<file path="src/rtl/abr_prim_sec_anchor_reg.sv">
// ----------------------------------------------------------------------------
// abr_prim_flop
//   Plain Width-bit register with synchronous active-low reset. It gets its own
//   module so every redundant copy ends up as a distinct instance that
//   synthesis keeps separate.
//   Ports:
//     clk_i  - clock
//     rst_b  - synchronous active-low reset (loads ResetValue)
//     d_i    - next value
//     q_o    - registered value
// ----------------------------------------------------------------------------
module abr_prim_flop #(
   parameter int unsigned      Width      = 1,
   parameter logic [Width-1:0] ResetValue = '0
) (
   input  logic             clk_i,
   input  logic             rst_b,
   input  logic [Width-1:0] d_i,
   output logic [Width-1:0] q_o
);

   logic [Width-1:0] r_q;

   always_ff @(posedge clk_i) begin
      if (!rst_b) begin
         r_q <= ResetValue;
      end else begin
         r_q <= d_i;
      end
   end

   assign q_o = r_q;

endmodule

// ----------------------------------------------------------------------------
// abr_prim_sec_anchor_reg
//   Multi-channel write-enabled security anchor register. Every channel is
//   stored as a true copy plus a complemented shadow copy; the pair is
//   compared every cycle. Any mismatch moves a sparse-encoded lock FSM into
//   LOCK, which forces q_o to ErrValue and raises alert_o until reset.
//   Ports:
//     clk_i    - clock
//     rst_b    - synchronous active-low reset
//     we_i     - per-channel write enable (ignored while locked)
//     d_i      - write data, channel c at [c*Width +: Width]
//     q_o      - channel values, or ErrValue on every channel while locked
//     alert_o  - lock indication, decoded from the state register
//     err_ch_o - sticky per-channel mismatch flags
// ----------------------------------------------------------------------------
module abr_prim_sec_anchor_reg #(
   parameter int unsigned      Width      = 8,
   parameter int unsigned      NumCh      = 2,
   parameter logic [Width-1:0] ResetValue = '0,
   parameter logic [Width-1:0] ErrValue   = '0
) (
   input  logic                   clk_i,
   input  logic                   rst_b,
   input  logic [NumCh-1:0]       we_i,
   input  logic [NumCh*Width-1:0] d_i,
   output logic [NumCh*Width-1:0] q_o,
   output logic                   alert_o,
   output logic [NumCh-1:0]       err_ch_o
);

   // Sparse encodings: Hamming distance 8 between the two legal states.
   typedef enum logic [7:0] {
      StRun  = 8'b1001_0110,
      StLock = 8'b0110_1001
   } state_e;

   logic [NumCh-1:0][Width-1:0] w_true_q;
   logic [NumCh-1:0][Width-1:0] w_shadow_q;
   logic [NumCh-1:0][Width-1:0] w_true_d;
   logic [NumCh-1:0][Width-1:0] w_shadow_d;
   logic [NumCh-1:0]            w_mis;
   logic [NumCh-1:0]            w_we;
   logic [7:0]                  w_state_q;
   logic [7:0]                  w_state_d;
   logic                        w_locked;
   logic [NumCh-1:0]            r_err_ch;

   // Anything other than exactly StRun counts as locked, so corrupted
   // encodings fail safe.
   assign w_locked = (w_state_q != StRun);
   assign w_we     = we_i & {NumCh{~w_locked}};

   for (genvar c = 0; c < NumCh; c++) begin : g_ch
      assign w_true_d[c]   = w_we[c] ? d_i[c*Width +: Width]  : w_true_q[c];
      assign w_shadow_d[c] = w_we[c] ? ~d_i[c*Width +: Width] : w_shadow_q[c];
      // Compare registered copies only; d_i never reaches the checker.
      assign w_mis[c]      = (w_true_q[c] != ~w_shadow_q[c]);

      abr_prim_flop #(
         .Width      (Width),
         .ResetValue (ResetValue)
      ) u_true (
         .clk_i (clk_i),
         .rst_b (rst_b),
         .d_i   (w_true_d[c]),
         .q_o   (w_true_q[c])
      );

      abr_prim_flop #(
         .Width      (Width),
         .ResetValue (~ResetValue)
      ) u_shadow (
         .clk_i (clk_i),
         .rst_b (rst_b),
         .d_i   (w_shadow_d[c]),
         .q_o   (w_shadow_q[c])
      );
   end

   // LOCK is absorbing; only reset (inside the flop) returns to StRun.
   assign w_state_d = (w_locked || (|w_mis)) ? StLock : StRun;

   abr_prim_flop #(
      .Width      (8),
      .ResetValue (StRun)
   ) u_state (
      .clk_i (clk_i),
      .rst_b (rst_b),
      .d_i   (w_state_d),
      .q_o   (w_state_q)
   );

   // Keeps accumulating in LOCK so channels that fail later are still flagged.
   always_ff @(posedge clk_i) begin
      if (!rst_b) begin
         r_err_ch <= '0;
      end else begin
         r_err_ch <= r_err_ch | w_mis;
      end
   end

   always_comb begin
      q_o = '0;
      for (int c = 0; c < NumCh; c++) begin
         q_o[c*Width +: Width] = w_locked ? ErrValue : w_true_q[c];
      end
   end

   assign alert_o  = w_locked;
   assign err_ch_o = r_err_ch;

   a_alert_known: assert property (@(posedge clk_i) disable iff (!rst_b)
      !$isunknown(alert_o));

   a_err_monotonic: assert property (@(posedge clk_i) disable iff (!rst_b)
      $past(rst_b) |-> ((err_ch_o & $past(err_ch_o)) == $past(err_ch_o)));

   a_lock_forces_q: assert property (@(posedge clk_i) disable iff (!rst_b)
      w_locked |-> (q_o == {NumCh{ErrValue}}));

endmodule

</file>
<file path="config.mk">
export PLATFORM = sky130hd
export DESIGN_NAME = abr_prim_sec_anchor_reg
export DESIGN_NICKNAME = d
export VERILOG_FILES = /design/src/rtl/abr_prim_sec_anchor_reg.sv
export SDC_FILE = /design/constraint.sdc
export NUM_CORES = 1
export LEC_CHECK = 0
export BUFFER_PORTS_ARGS = -buffer_cell sky130_fd_sc_hd__clkbuf_2
export CORE_MARGIN = 2
export CORE_UTILIZATION = 25
export CTS_CLUSTER_DIAMETER = 120
export DETAILED_ROUTE_END_ITERATION = 10
export HOLD_SLACK_MARGIN = 0.15
export PLACE_DENSITY_LB_ADDON = 0.25
export SLEW_MARGIN = 20
export SYNTH_ARGS = -nofsm -noshare
export SYNTH_HDL_FRONTEND = slang
export SYNTH_HIERARCHICAL = 1
export SYNTH_SLANG_ARGS = --single-unit
</file>
<file path="constraint.sdc">
create_clock -name clk_i -period 1.7 [get_ports clk_i]
set_input_delay 0.17 -clock clk_i [delete_from_list [all_inputs] [get_ports clk_i]]
set_output_delay 0.17 -clock clk_i [all_outputs]
set_load 0.01 [all_outputs]
</file>
==> qor.txt <==
outcome: complete, no violations
#FFs+latches synth: 42
period utilization: 97.08%
Hold Startpoint: d_i[0]
H-tree Lvls: 2
syn avg cell area: 9.969 sq um
achievable frequency: 605.9 MHz
First-pass DRT Iterations: 4
worst vdd ir: 0.2848 mV
initial core utilization: 25.70%
Root Driver: clkbuf_8
vias in the first global route: 1321
Core Rows: 31
Min-Delay Path Depth: 3
number of max-cap violations: 0
CP max-delay cell: dfxtp_1
setup TNS: 0 ns
WHS Endpoint: g_ch[0].u_shadow/q_o[0]$_SDFF_PN1_
Mapped Cells: 186
Pins Over Slew Limit: 0
core area: 7214 sq um
# diodes: 0
antenna violations before repair: 0
All-Layer GR Usage: 10.12%
CP endpoint kind: output pin
Post-DP Area: 2160 sq um
reg-to-reg endpoint: g_ch[0].u_true/q_o[2]$_SDFF_PN0_
Synth area leader: dfxtp_1
Power, Total: 0.001744 W
top cell type's share of synthesized area: 45.34%
Reg2Reg Setup Slack: 0.06 ns
Avg Vias per Cell: 4.080
Final nets: 259
critical path class: reg2out
RSZ-0062 raised after global routing: true
P_leak: 1.121 nW
Reg clk slew, reported paths: 0.08 ns
critical path arrival: 1.48 ns
Clock Path Buffers: 2
largest cells by area after synthesis: dfxtp_1, xnor2_1, mux2_2
Worst Path Buf+Inv: 3
number of primary I/O pins: 39
Reg2Reg Depth: 5
Final Util: 33.14%
chip height: 90.12 microns
share of layout cells above drive strength 1: 35.42%
largest fanout on the critical path: 6
sequential fraction of the synthesis area: 45.34%
chip width: 90.12 microns
input/output buffers: 38
via count: 1383
normalized max-slew margin: 49.06%
Congestion Overflow GR: 0
Worst Path Required: 1.53 ns
PwrDens: 729.5 nW/um^2
Final Skew: 0.004418 ns
syn_nets: 206
CP delay by family, top: simple AND/OR/NAND/NOR gates
Die ar.: 8122 sq um
Routed WL per cell: 12.27 microns
library cells used by synthesis: 22
# hold bufs at CTS: 0
Detailed Place HPWL: 2.775 mm
Hold WC Path Type: in2reg
CTS Sinks: 42
minimum clock period: 1.650 ns
Final ANT Viol Nets: 0
final count of negative-setup-slack endpoints: 0
most common cell after layout, fill and taps aside: dfxtp_1
Layout area overhead: 28.95%
DRC: 0
initial drt markers: 35
critical path cell sequence: and4bb_1 > buf_6 > clkbuf_16 > and3_1 > buf_2
CTS tree: yes
Setup crit start kind: flop
Max stage delay on crit path: 0.31 ns
largest net degree at the start of global routing: 43
measured slew at the worst slew-check pin: 0.7640 ns
Post-Syn Area: 1854 sq um
most frequent cells in the layout: dfxtp_1, clkbuf_2, nand2b_1, and2_1, xnor2_1
Synth Warn #: 6
total detailed-routing wirelength: 4.160 mm
CTS Buf Count: 5
placer congestion estimate: 0.7005
post-route cell area: 2391 sq um
R2R Path Start: u_state/q_o[3]$_SDFF_PN0_
clk_lat worst skew: 0.29 ns
first-pass GRT wire length: 6.492 mm
Final Hold Viols: 0
worst reg2reg max path, cell delays in order (launching register included):
cell and delay (ns):
dfxtp_1 0.31, and4bb_1 0.30, buf_4 0.12, and3_4 0.29, mux2_2 0.35, and2_1 0.16
where the power goes:
group          switching, W  internal (W)  leakage (nW)
sequential       0.00000365      0.000995         0.342
combinational     0.0000443     0.0000405         0.731
clock              0.000333      0.000328        0.0482
worst max-delay path by stage:
stage / from / end / slack [ns] / depth (start not counted)
final: u_state/q_o[3]$_SDFF_PN0_ / q_o[8] / 0.05 / 5
after global routing: u_state/q_o[3]$_SDFF_PN0_ / g_ch[1].u_true/q_o[3]$_SDFF_PN0_ / -0.03 / 5
after CTS: u_state/q_o[6]$_SDFF_PN0_ / q_o[9] / 0.001 / 5
after detailed placement: g_ch[0].u_true/q_o[5]$_SDFF_PN0_ / u_state/q_o[3]$_SDFF_PN0_ / 0.03 / 5
after global placement: g_ch[1].u_true/q_o[3]$_SDFF_PN0_ / u_state/q_o[2]$_SDFF_PN1_ / 0.04 / 6
after floorplan: u_state/q_o[3]$_SDFF_PN0_ / g_ch[0].u_true/q_o[3]$_SDFF_PN0_ / 0.08 / 7
what timing repair did:
action | in CTS | in global routing
endpoints found under the setup margin | 12 | 21
gates cloned | 0 | 1
pin swaps | 1 | 6
buffers inserted | 3 | 5
resized for setup | 5 | 13
metrics by stage:
stage	std cells	setup WS [ns]	hold WS, ns
floorplan	186	0.07835	0.2430
global placement	322	0.03686	0.4544
detailed placement	322	0.02712	0.4523
CTS	333	0.001088	0.1762
global route	339	-0.02777	0.1909
finish	339	0.04968	0.1840
cell usage after synthesis:
cell type  instances
o21a_1             3
nand2_1           12
o21ai_0            8
and3_4             1
buf_2              1
xnor2_1           16
or3_1              1
nand3_4            1
and4bb_1           2
nor2_1             7
mux2_2            12
nand2b_1          20
buf_6              4
a21oi_1            7
and3_1            16
and2_1            20
dfxtp_1           42
mux2_4             4
nor4_1             4
nor3_1             1
buf_4              1
clkbuf_1           3
logic make-up after synthesis:
group           count (synthesis)  synth area share [%]
compound gates                 18                 5.263
xor+xnor                       16                 7.557
buf+inv                         9                 3.711
flops                          42                 45.34
mux                            16                 10.53
simple gates                   85                 27.60
flip-flops by register name, summed over array words and instances, names as in the netlist:
register / count
g_ch.u_shadow/q_o: 16
g_ch.u_true/q_o: 16
u_state/q_o: 8
err_ch_o: 2
final cells by class:
type,instances,area [sq um]
Clock buffer,7,86.33
Clock inverter,1,5.005
Fill cell,782,4823
Multi-Input combinational cell,135,970.9
Sequential cell,42,840.8
Tap cell,99,123.9
Timing Repair Buffer,55,364.1
metal layers:
metal  vias to the layer above  global-route usage, %  wire length (microns)
met1                       638                  12.39                   1965
met3                         5                  2.766                    103
met5                         -                      0                      0
met4                         0                  4.231                     56
met2                        17                  16.73                   2034
li1                        723                      -                      -
(Power assumes the default switching activity.)
